--- config.mk ---
export PLATFORM = sky130hd
export DESIGN_NAME = axi4_slave_mem
export DESIGN_NICKNAME = d
export VERILOG_FILES = /design/src/rtl/axi4_slave_mem.sv
export SDC_FILE = /design/constraint.sdc
export NUM_CORES = 2
export LEC_CHECK = 0
export BUFFER_PORTS_ARGS = -buffer_cell sky130_fd_sc_hd__buf_2
export CELL_PAD_IN_SITES_DETAIL_PLACEMENT = 0
export CELL_PAD_IN_SITES_GLOBAL_PLACEMENT = 1
export CORE_UTILIZATION = 48
export DETAILED_ROUTE_END_ITERATION = 10
export PLACE_DENSITY_LB_ADDON = 0.1
export SLEW_MARGIN = 20
export SYNTH_ARGS = -nofsm -noshare
export SYNTH_HDL_FRONTEND = slang
export SYNTH_SLANG_ARGS = --single-unit
--- constraint.sdc ---
create_clock -name ACLK -period 4.35 [get_ports ACLK]
set_input_delay 0.435 -clock ACLK [delete_from_list [all_inputs] [get_ports ACLK]]
set_output_delay 0.435 -clock ACLK [all_outputs]
set_load 0.03 [all_outputs]
--- src/rtl/axi4_slave_mem.sv ---
// AXI4 burst responder backed by an internal byte-enabled memory, with independent write and read FSMs.
// Define AXI4_SLAVE_WRAP_EN to support WRAP bursts; otherwise WRAP is answered with SLVERR.
module axi4_slave_mem #(
    parameter int C_S_AXI_ID_WIDTH   = 1,
    parameter int C_S_AXI_DATA_WIDTH = 32,
    parameter int C_S_AXI_ADDR_WIDTH = 32,
    parameter int C_MEM_DEPTH        = 64
) (
    input  logic                            ACLK,
    input  logic                            ARESETN,
    input  logic [C_S_AXI_ID_WIDTH-1:0]     S_AXI_AWID,
    input  logic [C_S_AXI_ADDR_WIDTH-1:0]   S_AXI_AWADDR,
    input  logic [7:0]                      S_AXI_AWLEN,
    input  logic [2:0]                      S_AXI_AWSIZE,
    input  logic [1:0]                      S_AXI_AWBURST,
    input  logic                            S_AXI_AWVALID,
    output logic                            S_AXI_AWREADY,
    input  logic [C_S_AXI_DATA_WIDTH-1:0]   S_AXI_WDATA,
    input  logic [C_S_AXI_DATA_WIDTH/8-1:0] S_AXI_WSTRB,
    input  logic                            S_AXI_WLAST,
    input  logic                            S_AXI_WVALID,
    output logic                            S_AXI_WREADY,
    output logic [C_S_AXI_ID_WIDTH-1:0]     S_AXI_BID,
    output logic [1:0]                      S_AXI_BRESP,
    output logic                            S_AXI_BVALID,
    input  logic                            S_AXI_BREADY,
    input  logic [C_S_AXI_ID_WIDTH-1:0]     S_AXI_ARID,
    input  logic [C_S_AXI_ADDR_WIDTH-1:0]   S_AXI_ARADDR,
    input  logic [7:0]                      S_AXI_ARLEN,
    input  logic [2:0]                      S_AXI_ARSIZE,
    input  logic [1:0]                      S_AXI_ARBURST,
    input  logic                            S_AXI_ARVALID,
    output logic                            S_AXI_ARREADY,
    output logic [C_S_AXI_ID_WIDTH-1:0]     S_AXI_RID,
    output logic [C_S_AXI_DATA_WIDTH-1:0]   S_AXI_RDATA,
    output logic [1:0]                      S_AXI_RRESP,
    output logic                            S_AXI_RLAST,
    output logic                            S_AXI_RVALID,
    input  logic                            S_AXI_RREADY
);
    localparam int AW        = C_S_AXI_ADDR_WIDTH;
    localparam int BYTES     = C_S_AXI_DATA_WIDTH / 8;
    localparam int ADDR_LSB  = $clog2(BYTES);
    localparam int IDX_W     = $clog2(C_MEM_DEPTH);
    localparam int MEM_BYTES = C_MEM_DEPTH * BYTES;
    localparam logic [1:0] RESP_OKAY   = 2'b00;
    localparam logic [1:0] RESP_SLVERR = 2'b10;
`ifdef AXI4_SLAVE_WRAP_EN
    localparam bit WRAP_EN = 1'b1;
`else
    localparam bit WRAP_EN = 1'b0;
`endif

    function automatic logic burst_err(input logic [2:0] size, input logic [1:0] burst,
                                       input logic [7:0] len);
        logic err;
        err = (size != 3'(ADDR_LSB)) || (burst == 2'b11);
        if (burst == 2'b10)
            err = err || !WRAP_EN || !(len == 8'd1 || len == 8'd3 || len == 8'd7 || len == 8'd15);
        return err;
    endfunction

    // INCR deliberately runs off the end of memory instead of wrapping, so later beats stay out of range.
    function automatic logic [AW-1:0] next_addr(input logic [AW-1:0] addr, input logic [1:0] burst,
                                                input logic [7:0] len);
        logic [AW-1:0] inc;
        logic [AW-1:0] mask;
        inc  = addr + AW'(BYTES);
        mask = ((AW'(len) + AW'(1)) << ADDR_LSB) - AW'(1);
        case (burst)
            2'b00:   return addr;
            2'b10:   return WRAP_EN ? ((addr & ~mask) | (inc & mask)) : inc;
            default: return inc;
        endcase
    endfunction

    function automatic logic in_range(input logic [AW-1:0] addr);
        return addr < AW'(MEM_BYTES);
    endfunction

    logic [C_S_AXI_DATA_WIDTH-1:0] r_mem [C_MEM_DEPTH];

    // ---------------- write channel ----------------
    typedef enum logic [1:0] {W_IDLE, W_DATA, W_RESP} w_state_t;
    w_state_t r_w_state, w_w_state_next;

    logic                        r_awready, r_wready, r_bvalid, r_w_err, r_w_drop;
    logic [1:0]                  r_bresp, r_awburst;
    logic [7:0]                  r_awlen, r_w_cnt;
    logic [AW-1:0]               r_awaddr;
    logic [C_S_AXI_ID_WIDTH-1:0] r_bid;

    logic w_aw_hs, w_w_hs, w_b_hs, w_w_last_beat, w_w_beat_err, w_mem_we;
    logic [IDX_W-1:0] w_w_idx;

    assign w_aw_hs       = S_AXI_AWVALID && r_awready;
    assign w_w_hs        = S_AXI_WVALID && r_wready;
    assign w_b_hs        = S_AXI_BREADY && r_bvalid;
    assign w_w_last_beat = (r_w_cnt == r_awlen);
    assign w_w_beat_err  = !in_range(r_awaddr) || (S_AXI_WLAST != w_w_last_beat);
    assign w_mem_we      = w_w_hs && in_range(r_awaddr) && !r_w_drop;
    assign w_w_idx       = r_awaddr[ADDR_LSB +: IDX_W];

    always_comb begin
        w_w_state_next = r_w_state;
        case (r_w_state)
            W_IDLE:  if (w_aw_hs) w_w_state_next = W_DATA;
            W_DATA:  if (w_w_hs && w_w_last_beat) w_w_state_next = W_RESP;
            W_RESP:  if (w_b_hs) w_w_state_next = W_IDLE;
            default: w_w_state_next = W_IDLE;
        endcase
    end

    always_ff @(posedge ACLK or negedge ARESETN) begin
        if (!ARESETN) begin
            r_w_state <= W_IDLE;
            r_awready <= 1'b0;
            r_wready  <= 1'b0;
            r_bvalid  <= 1'b0;
            r_bresp   <= RESP_OKAY;
            r_bid     <= '0;
            r_awaddr  <= '0;
            r_awlen   <= '0;
            r_awburst <= '0;
            r_w_cnt   <= '0;
            r_w_err   <= 1'b0;
            r_w_drop  <= 1'b0;
        end else begin
            r_w_state <= w_w_state_next;
            r_awready <= (w_w_state_next == W_IDLE);
            r_wready  <= (w_w_state_next == W_DATA);
            r_bvalid  <= (w_w_state_next == W_RESP);
            if (w_aw_hs) begin
                r_bid     <= S_AXI_AWID;
                r_awaddr  <= S_AXI_AWADDR;
                r_awlen   <= S_AXI_AWLEN;
                r_awburst <= S_AXI_AWBURST;
                r_w_cnt   <= '0;
                r_w_drop  <= burst_err(S_AXI_AWSIZE, S_AXI_AWBURST, S_AXI_AWLEN);
                r_w_err   <= burst_err(S_AXI_AWSIZE, S_AXI_AWBURST, S_AXI_AWLEN);
            end
            if (w_w_hs) begin
                r_w_cnt  <= r_w_cnt + 8'd1;
                r_awaddr <= next_addr(r_awaddr, r_awburst, r_awlen);
                if (w_w_beat_err) r_w_err <= 1'b1;
                if (w_w_last_beat) r_bresp <= (r_w_err || w_w_beat_err) ? RESP_SLVERR : RESP_OKAY;
            end
        end
    end

    always_ff @(posedge ACLK) begin
        if (w_mem_we) begin
            for (int b = 0; b < BYTES; b++)
                if (S_AXI_WSTRB[b]) r_mem[w_w_idx][8*b +: 8] <= S_AXI_WDATA[8*b +: 8];
        end
    end

    // ---------------- read channel ----------------
    typedef enum logic {R_IDLE, R_DATA} r_state_t;
    r_state_t r_r_state, w_r_state_next;

    logic                          r_arready, r_rvalid, r_rlast, r_r_drop;
    logic [1:0]                    r_rresp, r_arburst;
    logic [7:0]                    r_arlen, r_r_cnt;
    logic [AW-1:0]                 r_araddr;
    logic [C_S_AXI_ID_WIDTH-1:0]   r_rid;
    logic [C_S_AXI_DATA_WIDTH-1:0] r_rdata;

    logic             w_ar_hs, w_r_hs, w_rd_load, w_rd_err, w_rd_ok, w_r_idle;
    logic [AW-1:0]    w_rd_addr;
    logic [1:0]       w_rd_burst;
    logic [7:0]       w_rd_len;
    logic [IDX_W-1:0] w_rd_idx;

    // In IDLE the first beat is fetched straight from the AR channel so RVALID can follow one cycle later.
    assign w_r_idle   = (r_r_state == R_IDLE);
    assign w_ar_hs    = S_AXI_ARVALID && r_arready;
    assign w_r_hs     = r_rvalid && S_AXI_RREADY;
    assign w_rd_load  = w_ar_hs || (w_r_hs && !r_rlast);
    assign w_rd_addr  = w_r_idle ? S_AXI_ARADDR  : r_araddr;
    assign w_rd_burst = w_r_idle ? S_AXI_ARBURST : r_arburst;
    assign w_rd_len   = w_r_idle ? S_AXI_ARLEN   : r_arlen;
    assign w_rd_err   = w_r_idle ? burst_err(S_AXI_ARSIZE, S_AXI_ARBURST, S_AXI_ARLEN) : r_r_drop;
    assign w_rd_ok    = !w_rd_err && in_range(w_rd_addr);
    assign w_rd_idx   = w_rd_addr[ADDR_LSB +: IDX_W];

    always_comb begin
        w_r_state_next = r_r_state;
        case (r_r_state)
            R_IDLE:  if (w_ar_hs) w_r_state_next = R_DATA;
            R_DATA:  if (w_r_hs && r_rlast) w_r_state_next = R_IDLE;
            default: w_r_state_next = R_IDLE;
        endcase
    end

    always_ff @(posedge ACLK or negedge ARESETN) begin
        if (!ARESETN) begin
            r_r_state <= R_IDLE;
            r_arready <= 1'b0;
            r_rvalid  <= 1'b0;
            r_rlast   <= 1'b0;
            r_rdata   <= '0;
            r_rresp   <= RESP_OKAY;
            r_rid     <= '0;
            r_araddr  <= '0;
            r_arlen   <= '0;
            r_arburst <= '0;
            r_r_cnt   <= '0;
            r_r_drop  <= 1'b0;
        end else begin
            r_r_state <= w_r_state_next;
            r_arready <= (w_r_state_next == R_IDLE);
            r_rvalid  <= (w_r_state_next == R_DATA);
            if (w_ar_hs) begin
                r_rid     <= S_AXI_ARID;
                r_arlen   <= S_AXI_ARLEN;
                r_arburst <= S_AXI_ARBURST;
                r_r_drop  <= w_rd_err;
                r_r_cnt   <= '0;
                r_rlast   <= (S_AXI_ARLEN == 8'd0);
            end else if (w_rd_load) begin
                r_r_cnt <= r_r_cnt + 8'd1;
                r_rlast <= ((r_r_cnt + 8'd1) == r_arlen);
            end else if (w_r_hs) begin
                r_rlast <= 1'b0;
            end
            if (w_rd_load) begin
                r_rdata  <= w_rd_ok ? r_mem[w_rd_idx] : '0;
                r_rresp  <= w_rd_ok ? RESP_OKAY : RESP_SLVERR;
                r_araddr <= next_addr(w_rd_addr, w_rd_burst, w_rd_len);
            end
        end
    end

    assign S_AXI_AWREADY = r_awready;
    assign S_AXI_WREADY  = r_wready;
    assign S_AXI_BVALID  = r_bvalid;
    assign S_AXI_BRESP   = r_bresp;
    assign S_AXI_BID     = r_bid;
    assign S_AXI_ARREADY = r_arready;
    assign S_AXI_RVALID  = r_rvalid;
    assign S_AXI_RLAST   = r_rlast;
    assign S_AXI_RDATA   = r_rdata;
    assign S_AXI_RRESP   = r_rresp;
    assign S_AXI_RID     = r_rid;
endmodule

==> flow_summary_export.csv <==
group,metric,value,unit
run_status,status,"finished clean",
clocking,path_clk_slew,0.06,ns
yosys,synth_enable_flop_cells,2048,
cells_and_area,design_area,103000,µm²
floorplanning,core_area,184000,µm²
min_path,hp-class,"input pin to flip-flop",
global_routing,grt_max_degree,126,
global_routing,antenna_found_initial,29,
drt,ant_nets,0,
drt,finalWirelength,295000,µm
power_and_ir_drop,ir_worst_vdd,0.464,mV
drt,dr.pass1.iters,6,
yosys,synth.avg_cell_area,13.1,µm²
drt,via_count,59397,
global_routing,grt_pass1_vias,55895,
floorplanning,die_h,433,µm
floorplanning,dieWidth,433,µm
power_and_ir_drop,p_per_area,640,nW/µm²
placement,post-place-ws,0.518,ns
yosys,synthArstFlopShare,6.53,%
timing,fmaxAchievable,253,MHz
cells_and_area,area_growth,15.1,%
placement,placedInstanceArea,94600,µm²
timing,setup_slack,0.400,ns
clocking,cts_root_buffer,"clkbuf_16",
yosys,yosys_warnings,0,
floorplanning,start_util,48.5,%
placement,dp.final_hpwl,185000,µm
timing,finalCritPeriodShare,90.8,%
timing,fin_worst_skew,0.0344,ns
clocking,cts.sinks,2191,
clocking,cts_buffers,222,
clocking,clock_latency,0.87,ns
timing,final-max-slew-violation-count,0,
critical_path,cp-start-kind,"flip-flop",
yosys,synth-seq-area-share,73.0,%
timing,worst_slew_pin_slew,1.16,ns
global_routing,grt_first_pass_wirelength,415000,µm
yosys,synth_area,89200,µm²
floorplanning,io_pins,180,
timing,slew_headroom,22.2,%
timing,hold_ws,0.0644,ns
cells_and_area,final_cell_mix,"2048 x edfxtp_1, 1724 x nand2_1, 862 x nand3_1",
placement,io_buffers,173,
timing,setup_viol,0,
critical_path,critPathMaxFanout,36,
critical_path,required,5.07,ns
cells_and_area,nets,7341,
clocking,htree_levels,4,
yosys,synth_seq_cells,2191,
yosys,ys_types,81,
cells_and_area,drive_gt1_share,13.5,%
global_routing,grt_overflow,0,
timing,rsz0062_at_grt,"no",
power_and_ir_drop,p_leak,35.6,nW
drt,routed_via_density,6.01,
placement,gp_congestion,0.891,
timing,finalHoldViolCount,0,
floorplanning,num_rows,157,
drt,drc,0,
drt,wl_per_cell,29.8,µm
clocking,cts.path.max_buffers,3,
critical_path,crit_arrival,4.67,ns
cells_and_area,final_common_cell,"edfxtp_1",
clocking,post_cts_resized,0,
drt,drtIter0Drc,7551,
clocking,cts_tree,"yes",
yosys,syn_inst,6803,
critical_path,path_class,"flip-flop to flip-flop",
timing,period_needed,3.95,ns
critical_path,end_kind,"flip-flop",
floorplanning,dieArea,188000,µm²
job,maxCapViolCount,0,
timing,fin_tns_setup,0,ns
global_routing,track_usage,31.4,%
yosys,synth_flop_cell,"edfxtp_1",
==> metal layers <==
metal | share of wire (%) | up-vias | wire [µm] | global-route usage, %
li1 | - | 25825 | - | -
met1 | 41 | 30249 | 120000 | 43.2
met2 | 45 | 2722 | 133000 | 47.5
met3 | 9.4 | 581 | 27700 | 7.47
met4 | 4.6 | 20 | 13500 | 13.9
met5 | 0.041 | - | 121 | 0.0781
==> cell type report <==
cell class / count / area [µm²]
fill: 15126 / 81200
clock buffer: 312 / 6130
timing repair buffer: 603 / 4730
tap: 2464 / 3080
antenna: 15 / 37.5
clock inverter: 107 / 1170
sequential: 2191 / 65100
inverter: 8 / 45.0
multi-input combinational: 4175 / 22400
==> logic make-up after synthesis <==
family / count (synthesis) / synth area share, %
compound gates: 608 / 4.24
xor+xnor: 50 / 0.491
fa+ha+maj: 4 / 0.0561
buf+inv: 438 / 2.14
flops: 2191 / 73.0
mux: 295 / 4.49
other cells: 1 / 0.00421
simple gates: 3216 / 15.6
==> final timing paths <==
check | slack (ns) | cells after the start | to | startpoint
hold reg to reg | 0.47 | 2 | S_AXI_RID$_DFFE_PN0P_ | S_AXI_RID$_DFFE_PN0P_
setup reg to reg | 0.40 | 11 | S_AXI_RDATA[30]$_DFFE_PN0P_ | S_AXI_RVALID$_DFF_PN0_
max in group asynchronous | 2.97 | 3 | S_AXI_RVALID$_DFF_PN0_ | ARESETN
setup / recovery | 0.40 | 11 | S_AXI_RDATA[30]$_DFFE_PN0P_ | S_AXI_RVALID$_DFF_PN0_
min in group asynchronous | 0.14 | 2 | r_awaddr[23]$_DFFE_PN0P_ | ARESETN
hold / removal | 0.06 | 5 | r_w_err$_DFF_PN0_ | S_AXI_WLAST
==> critical path: stages, from the launching register on <==
cell and delay, ns:
dfrtp_4 0.54, buf_4 0.28, mux2i_4 0.59, inv_8 0.23
buf_12 0.29, nand3_1 0.11, buf_4 0.34, o22ai_1 0.19
a21oi_1 0.30, o22ai_1 0.13, o21ai_0 0.51, nand2_1 0.13
==> synth_stat cells (all sizes together) (7+ instances only) <==
library cell	instances	area (µm²)
nand2	1732	6500
mux2	18	203
o21ai	102	510
dfrtp	143	3580
a32oi	31	272
edfxtp	2048	61500
clkbuf	181	679
a21oi	254	1270
nor2	352	1330
a211oi	9	67.6
a221oi	8	93.8
a2bb2oi	8	70.1
nand3	866	4340
nor4	69	459
nor3b	7	52.6
o211ai	11	82.6
o22ai	39	244
and2	8	50.1
xor2	27	236
a31oi	43	269
o311ai	12	105
buf	249	1200
o221ai	9	78.8
inv	8	30.0
and3	42	263
or3	7	48.8
nand4	37	238
a311oi	15	131
mux4	81	1820
xnor2	23	201
mux2i	196	1980
nor3	64	342
o31ai	7	52.6
a22oi	9	67.6
o2111ai	17	149
==> report_power, final <==
| part | total (mW) | leakage (nW) | switching, mW | internal [mW] |
|---|---|---|---|---|
| logic | 22.3 | 11.9 | 15.6 | 6.74 |
| clock network | 19.3 | 3.56 | 8.15 | 11.2 |
| registers | 24.0 | 20.2 | 0.581 | 23.5 |
==> stage by stage <==
step / power [mW] / cells / util, %
2_1_floorplan: 37.0 / 6804 / -
3_3_place_gp: 46.4 / 9367 / 51.4
3_5_place_dp: 46.5 / 9367 / 51.4
4_1_cts: 65.6 / 9860 / 55.8
5_1_grt: 67.9 / 9862 / 55.8
6_report: 65.7 / 9875 / 55.8
==> sequential cells by signal (all words and copies together) (netlist names), 2 cells and up <==
register	cells
r_awaddr	30
r_arlen	8
r_mem	2048
r_w_cnt	8
r_araddr	30
r_awburst	2
S_AXI_RDATA	32
r_arburst	2
r_awlen	8
r_r_cnt	8
r_w_state	2
==> what timing repair did <==
item | 4_1_cts | 5_1_grt
endpoints found under the hold margin | 141 | 0
hold buffers | 74 | 0
setup buffers | 0 | 0
(Power assumes the default switching activity.)
